--- src/rtl/perf_counter_ctrl.sv ---
// Pipeline performance counter bank with per-counter enable, sticky overflow
// flags and a three-state MMIO request/response port.
module perf_counter_ctrl #(
  parameter int NUM_CNT = 8,
  parameter int WIDTH   = 16
) (
  input  logic               clk,
  input  logic               rst_n,
  input  logic [NUM_CNT-1:0] event_in,
  input  logic               mem_read,
  input  logic               mem_write,
  input  logic [3:0]         mem_addr,
  input  logic [WIDTH-1:0]   mem_wdata,
  output logic [WIDTH-1:0]   mem_rdata,
  output logic               mem_resp
);

  localparam logic [1:0] IDLE   = 2'd0;
  localparam logic [1:0] ACCESS = 2'd1;
  localparam logic [1:0] RESP   = 2'd2;

  localparam logic [3:0] ADDR_ENABLE = 4'd14;
  localparam logic [3:0] ADDR_OVF    = 4'd15;

  logic [1:0]                    state_reg, state_next;
  logic [3:0]                    addr_reg;
  logic [WIDTH-1:0]              wdata_reg;
  logic                          wr_reg;
  logic [WIDTH-1:0]              rdata_reg;
  logic [NUM_CNT-1:0][WIDTH-1:0] cnt_reg, cnt_next;
  logic [NUM_CNT-1:0]            en_reg, en_next;
  logic [NUM_CNT-1:0]            ovf_reg, ovf_next;
  logic [NUM_CNT-1:0]            wdata_mask;
  logic [WIDTH-1:0]              en_rd, ovf_rd, rd_val;

  logic access_wr, access_rd, en_wr, ovf_wr;

  assign access_wr = (state_reg == ACCESS) &&  wr_reg;
  assign access_rd = (state_reg == ACCESS) && !wr_reg;
  assign en_wr     = access_wr && (addr_reg == ADDR_ENABLE);
  assign ovf_wr    = access_wr && (addr_reg == ADDR_OVF);

  // Width adapters between the NUM_CNT-bit masks and the WIDTH-bit data bus.
  genvar gi;
  generate
    for (gi = 0; gi < NUM_CNT; gi++) begin : g_wmask
      if (gi < WIDTH) begin : g_in
        assign wdata_mask[gi] = wdata_reg[gi];
      end else begin : g_out
        assign wdata_mask[gi] = 1'b0;
      end
    end
    for (gi = 0; gi < WIDTH; gi++) begin : g_rmask
      if (gi < NUM_CNT) begin : g_in
        assign en_rd[gi]  = en_reg[gi];
        assign ovf_rd[gi] = ovf_reg[gi];
      end else begin : g_out
        assign en_rd[gi]  = 1'b0;
        assign ovf_rd[gi] = 1'b0;
      end
    end
  endgenerate

  // Preset beats a same-cycle event; a wrap beats a same-cycle OVF clear.
  generate
    for (gi = 0; gi < NUM_CNT; gi++) begin : g_cnt
      logic inc, preset, wrap;
      assign inc    = event_in[gi] & en_reg[gi];
      assign preset = access_wr && (addr_reg == 4'(gi));
      assign wrap   = inc & ~preset & (&cnt_reg[gi]);
      assign cnt_next[gi] = preset ? wdata_reg
                          : (inc ? cnt_reg[gi] + WIDTH'(1) : cnt_reg[gi]);
      assign ovf_next[gi] = wrap | (ovf_reg[gi] & ~(ovf_wr & wdata_mask[gi]));
    end
  endgenerate

  assign en_next = en_wr ? wdata_mask : en_reg;

  always_comb begin
    rd_val = '0;
    if (addr_reg == ADDR_ENABLE) begin
      rd_val = en_rd;
    end else if (addr_reg == ADDR_OVF) begin
      rd_val = ovf_rd;
    end else begin
      for (int i = 0; i < NUM_CNT; i++) begin
        if (addr_reg == 4'(i)) rd_val = cnt_reg[i];
      end
    end
  end

  always_comb begin
    state_next = IDLE;
    case (state_reg)
      IDLE:    state_next = (mem_read || mem_write) ? ACCESS : IDLE;
      ACCESS:  state_next = RESP;
      default: state_next = IDLE;
    endcase
  end

  always_ff @(posedge clk) begin
    if (!rst_n) begin
      state_reg <= IDLE;
      addr_reg  <= '0;
      wdata_reg <= '0;
      wr_reg    <= 1'b0;
      rdata_reg <= '0;
      cnt_reg   <= '0;
      en_reg    <= '1;
      ovf_reg   <= '0;
    end else begin
      state_reg <= state_next;
      cnt_reg   <= cnt_next;
      en_reg    <= en_next;
      ovf_reg   <= ovf_next;
      if (state_reg == IDLE && (mem_read || mem_write)) begin
        addr_reg  <= mem_addr;
        wdata_reg <= mem_wdata;
        wr_reg    <= ~mem_read;
      end
      if (access_rd) rdata_reg <= rd_val;
    end
  end

  assign mem_rdata = rdata_reg;
  assign mem_resp  = (state_reg == RESP);

endmodule
--- config.mk ---
export PLATFORM = sky130hd
export DESIGN_NAME = perf_counter_ctrl
export DESIGN_NICKNAME = d
export VERILOG_FILES = /design/src/rtl/perf_counter_ctrl.sv
export SDC_FILE = /design/constraint.sdc
export NUM_CORES = 1
export LEC_CHECK = 0
export ABC_AREA = 1
export CORE_MARGIN = 5
export CORE_UTILIZATION = 48
export CTS_CLUSTER_SIZE = 20
export DETAILED_ROUTE_END_ITERATION = 7
export GPL_TIMING_DRIVEN = 0
export PLACE_DENSITY = 0.66
export REMOVE_ABC_BUFFERS = 1
export SYNTH_ARGS = -nofsm -noshare
export SYNTH_HDL_FRONTEND = slang
export SYNTH_SLANG_ARGS = --single-unit
--- constraint.sdc ---
create_clock -name clk -period 3.2 [get_ports clk]
set_input_delay 0.64 -clock clk [delete_from_list [all_inputs] [get_ports clk]]
set_output_delay 0.64 -clock clk [all_outputs]
set_load 0.01 [all_outputs]
==> results.md, run 1 <==
- Port bufs: 48
- Mux cell area share after synthesis: 0%
- Post-synth EDFFs: 0
- Number of remaining DRC errors: 0
- Sequential Power Share: 48.8%
- Period utilization: 90.6%
- Largest area contributor in the netlist: dfxtp_1
- Worst-path clk slew: 0.08 ns
- Die H: 156 um
- Number of setup violations in the final report: 0
- Status: completed
- Multi-input logic area: 5670 um2
- Fillers: 2140
- WL/cell: 18.7 um
- Largest net degree at the start of global routing: 77
- Worst vdd ir: 0.326 mV
- Final hold vios: 0
- Worst path buffer plus inverter count: 2
- Lkg Pwr: 4.26 nW
- H-Tree Depth: 4
- Final slew viol count: 0
- Core area: 21000 um2
- Non-Filler Instances: 1845
- Dpl hpwl: 24.0 mm
- Die area: 24300 um2
- Crit Path Category: flip-flop to flip-flop
- First-pass GRT wire length: 53.6 mm
- Max FFs per register: 128
- Vias after detailed routing: 10300
- Worst-skew pair later-pin latency: 0.44 ns
- Commonest cells in the netlist: nand2_1 (355), dfxtp_1 (183), nor2_1 (168), inv_1 (159), a21oi_1 (135)
- Power Dens Cells: 444 nW/um2
- Max stage delay on crit path: 0.65 ns
- Post-synthesis adder-cell area fraction: 0.980%
- Min setup slack post-route: 0.300 ns
- RSZ-0062 raised after global routing: false
- Vias in the first global route: 9297
- Final WL: 34.5 mm
- Clk network pwr share: 40.8%
- Synth Instances: 1539
- FF+latch area: 3660 um2
- Hold Slack: 0.468 ns
- Ys async rst share: 0%
- Initial core utilization: 48.7%
- Post-Route Skew: 0.0122 ns
- # rows: 53
- Post-Syn Area: 10200 um2
- Synth Area in XOR/XNOR: 7.55%
- IO Count: 49
- Critical path startpoint category: flip-flop
- Initial antenna violation count: 0
- Gr usage total: 28.3%
- Top_reg_cell synth: dfxtp_1
- Ant. Diodes: 0
- Clk sinks: 183
- Area growth from synthesis to layout: 11.8%
- Post-route ant nets: 0
- DR pass1 iterations: 7
- Yosys top cell area share: 35.9%
- Fmax: 345 MHz
- Slew headroom: 12.7%
- Post-route cell area: 11400 um2
- CTS max path bufs: 2
- Maximum Capacitance Violations: 0
- Avg Cell Area, Syn: 6.64 um2
- Clk root buf: clkbuf_16
- Cells after DPL: 1813
- Simple-gate area share of the yosys netlist: 28.3%
- Worst-Margin Slew: 1.31 ns
- Largest family of logic cells by synthesized area: simple AND/OR/NAND/NOR gates
- GRT overflow: 0
- CP cell instances: inv_2 > nor3_4 > nand2_1 > nand2_1 > inv_2 > nand2_1 > o21ai_1 > a21oi_1 > a21oi_1
- Most frequent CP cell: nand2_1
- RD Place Congestion: 0.998
- Switching share of power: 30.7%
- Sw Pwr: 1.56 mW
- # resized after CTS: 0
- Post-synthesis compound-gate area fraction: 18.7%
- Post-CTS Setup Inserts: 0
- Post-synth cell types: 35
- TritonCTS Buffers: 17
- Dpl ws: 0.344 ns
- Synthesized flop and latch total: 183
- Post-layout net count: 1597
- Ys Warns: 0
- Combinational Power Share: 10.4%
- Die span in x: 156 um
- HP Class: flip-flop to flip-flop
- Int Pwr: 3.52 mW
- Worst path arrival time: 3.19 ns
- Cell Area, Placed: 10900 um2
- Minimum clock period: 2.90 ns
- Clock tree from TritonCTS: done
- Share of cells above drive strength 1: 5.41%
- Synth area leaders: dfxtp_1 (36%), nand2_1 (13%), a21oi_1 (6.6%)
- Iteration-0 DRC Markers: 988
- Hold Buf Count CTS: 0
- Most common cell in the synthesized netlist: nand2_1
- Seq/Total Area, Yosys: 35.9%
- CP Capture Type: flip-flop
- Crit-path slowest cell: nand2_1
- Crit Path Max Fanout: 21
- Delay-heaviest family, CP: simple AND/OR/NAND/NOR gates
- Vias per std cell: 5.58
- CP required: 3.49 ns
==> layout make-up <==
type | count | area share (%)
Clock buffer | 17 | 3.73
Clock inverter | 15 | 1.19
Inverter | 180 | 5.94
Multi-Input combinational cell | 1126 | 49.7
Sequential cell | 183 | 32.1
Tap cell | 275 | 3.01
Timing Repair Buffer | 49 | 4.36
==> worst register-to-register path: stages (launching register included) <==
cell	delay, ns
dfxtp_1	0.44
inv_2	0.16
nor3_4	0.64
nand2_1	0.65
nand2_1	0.37
inv_2	0.13
nand2_1	0.07
o21ai_1	0.06
a21oi_1	0.15
a21oi_1	0.08
==> placed cells by master (no fill, tap or decap), drive strengths merged <==
master         netlist  layout
o22ai               34      34
xor2                68      68
dfxtp              183     183
a31oi               30      30
o221ai               3       3
clkinv               0       4
inv                180     188
or2                  2       2
o21a                 1       1
a211oi               1       1
nand3               80      80
nand3b               1       1
o211ai              19      19
nor3                20      20
a221oi               2       2
xnor2               20      20
nor4                 2       2
nor2               183     183
clkbuf              37      17
clkdlybuf4s50        0      47
ha                   8       8
o21ai              127     127
clkinvlp             0       3
nand2              362     362
nand4               28      28
buf                 13       2
a21oi              135     135
==> per-layer routing <==
| layer | up-vias | GRT usage (%) | wire (um) |
|---|---|---|---|
| met2 | 400 | 41.6 | 14600 |
| met3 | 36 | 6.16 | 3190 |
| met4 | 0 | 6.75 | 775 |
| li1 | 5102 | - | - |
| met1 | 4758 | 42.3 | 16000 |
| met5 | - | 0 | 0 |
==> metrics by stage <==
step           power [mW]  TNS, ns  util [%]
6_report             5.07        0      54.5
4_1_cts              5.07        0      54.5
5_1_grt              5.25        0      54.5
3_5_place_dp         3.04        0      51.8
2_1_floorplan        2.75        0         -
3_3_place_gp         3.04  -448.69      51.7
==> power groups by stage <==
stage               Combinational [mW]  Clock, mW  Sequential [mW]
floorplan                        0.298          0             2.45
global placement                 0.518          0             2.52
detailed placement               0.517          0             2.52
CTS                              0.520       2.08             2.47
global route                     0.580       2.19             2.48
finish                           0.528       2.07             2.48
==> worst paths after layout <==
kind,from,to,slack (ns),depth (start not counted)
worst max-delay path,addr_reg[0],cnt_reg[94],0.30,9
worst min-delay path,mem_rdata[2],mem_rdata[2],0.47,2
worst max register to register,addr_reg[0],cnt_reg[94],0.30,9
worst min register to register,mem_rdata[2],mem_rdata[2],0.47,2
==> logic make-up after synthesis <==
family	Yosys count
compound gates	352
xor+xnor	88
fa+ha+maj	8
buf+inv	230
simple gates	678
flops	183
(Power assumes the default switching activity.)
==> run 2: changes to the inputs <==
--- a/config.mk
+++ b/config.mk
@@ -13,6 +13,7 @@
 export GPL_TIMING_DRIVEN = 0
 export PLACE_DENSITY = 0.66
 export REMOVE_ABC_BUFFERS = 1
+export SETUP_SLACK_MARGIN = 0.4
 export SYNTH_ARGS = -nofsm -noshare
 export SYNTH_HDL_FRONTEND = slang
 export SYNTH_SLANG_ARGS = --single-unit
==> run 2 against run 1 <==
- maximum frequency grew 13%
- clock-buffer cell count is the same
- design area is essentially flat
- highest routed layer unchanged
- global-route usage is the same
- power is essentially flat
- via count is essentially flat
- final cell count is the same
- wire length is essentially flat
- combinational power is essentially flat
- sequential power is essentially flat
- critical path type unchanged
- clock skew is essentially flat
==> results.md, run 2 (synthesis results as in run 1) <==
- Critical path startpoint category: flip-flop
- Worst vdd ir: 0.326 mV
- Post-CTS Setup Inserts: 0
- Ant. Diodes: 0
- Port bufs: 48
- First-pass GRT wire length: 53.6 mm
- Post-route ant nets: 0
- Die area: 24300 um2
- Number of remaining DRC errors: 0
- Final slew viol count: 0
- Period utilization: 80.3%
- Crit Path Max Fanout: 21
- CTS max path bufs: 2
- Final WL: 34.5 mm
- # rows: 53
- Worst path arrival time: 2.86 ns
- Initial core utilization: 48.7%
- Worst-skew pair later-pin latency: 0.44 ns
- Initial antenna violation count: 0
- Clk sinks: 183
- Share of cells above drive strength 1: 5.54%
- Max FFs per register: 128
- RSZ-0062 raised after global routing: false
- Design Power: 5.07 mW
- Iteration-0 DRC Markers: 947
- Status: completed
- RD Place Congestion: 0.998
- Area growth from synthesis to layout: 11.8%
- HP Class: flip-flop to flip-flop
- Die span in x: 156 um
- CP cell instances: inv_2 > nand2_2 > nor3_4 > nand2_2 > nand2_1 > inv_2 > nand2_1 > o21ai_1 > a21oi_1 > a21oi_1
- Power Dens Cells: 444 nW/um2
- Clk root buf: clkbuf_16
- Fmax: 389 MHz
- Largest net degree at the start of global routing: 77
- CP required: 3.49 ns
- Clock tree from TritonCTS: done
- Gr usage total: 28.3%
- Crit-path slowest cell: nor3_4
- Dpl hpwl: 24.0 mm
- TritonCTS Buffers: 17
- Slew headroom: 11.8%
- Hold Buf Count CTS: 0
- IO Count: 49
- Post-Route Skew: 0.0124 ns
- Final hold vios: 0
- Minimum clock period: 2.57 ns
- Min setup slack post-route: 0.629 ns
- Post-route cell area: 11400 um2
- Worst-path clk slew: 0.08 ns
- Core area: 21000 um2
- Commonest non-fill, non-tap cell in the layout: nand2_1
- Cell Area, Placed: 10900 um2
- Post-layout net count: 1597
- Number of setup violations in the final report: 0
- H-Tree Depth: 4
- DR pass1 iterations: 6
- Vias in the first global route: 9297
- Commonest cells after routing, fill and taps aside: nand2_1 (354), dfxtp_1 (183), nor2_1 (166), inv_1 (158), a21oi_1 (135)
- Crit Path Category: flip-flop to flip-flop
- Max stage delay on crit path: 0.65 ns
- WL/cell: 18.7 um
- Vias per std cell: 5.58
- Vias after detailed routing: 10300
- Maximum Capacitance Violations: 0
- Lkg Pwr: 4.26 nW
- GRT overflow: 0
- Worst-Margin Slew: 1.32 ns
- CP Capture Type: flip-flop
- Dpl ws: 0.344 ns
- Die H: 156 um
## run 2: cell count changes in the layout (fill, tap and decap cells not counted)
cell	before	now
nand2_1	355	354
nor2_1	167	166
nor2_2	7	8
nand2_2	6	7
## run 2: stage by stage
step                util, %  instances  hold slack, ns  setup TNS [ns]
finish                 54.5       1845           0.468               0
global route           54.5       1845           0.503               0
CTS                    54.5       1845           0.468               0
detailed placement     51.8       1813           0.456               0
global placement       51.7       1812           0.454         -448.69
floorplan                 -       1489           0.450               0
## run 2: final cells by class
| cell class | instances | area (um2) |
|---|---|---|
| fill | 2139 | 9530 |
| sequential | 183 | 3660 |
| tap | 275 | 344 |
| timing repair buffer | 49 | 498 |
| clock buffer | 17 | 425 |
| multi-input combinational | 1126 | 5680 |
| clock inverter | 15 | 136 |
| inverter | 180 | 678 |
## run 2: where the power goes
group          leakage, nW  internal (mW)  switching, mW
Clock                0.268           1.03           1.03
Sequential            1.48           2.34          0.138
Combinational         2.51          0.149          0.380
Total                 4.26           3.52           1.55
## run 2: critical path: cells and delay by family (launching register included)
kind,cells,cell delay [ns]
AOI/OAI and AO/OA,3,0.29
buffers and inverters,2,0.21
DFF,1,0.32
and+or+nand+nor,5,1.60
## run 2: layer usage
layer	vias to the layer above	global-route usage [%]	part of all wire (%)
met5	-	0	0
met3	32	6.16	9.4
met4	0	6.75	2.2
li1	5098	-	-
met2	425	41.6	42
met1	4736	42.3	46
## run 2: path summary, 6_finish.rpt
| kind | end | slack [ns] | cells past startpoint | startpoint |
|---|---|---|---|---|
| setup / recovery | cnt_reg[94] | 0.63 | 10 | addr_reg[3] |
| setup reg to reg | cnt_reg[94] | 0.63 | 10 | addr_reg[3] |
| hold / removal | mem_rdata[2] | 0.47 | 2 | mem_rdata[2] |
| hold reg to reg | mem_rdata[2] | 0.47 | 2 | mem_rdata[2] |
## run 2: repair_timing
| item | in CTS | in global routing |
|---|---|---|
| hold endpoints to repair | 0 | 0 |
| endpoints found under the setup margin | 2 | 2 |
| pin swaps | 0 | 1 |
| resized for setup | 1 | 1 |
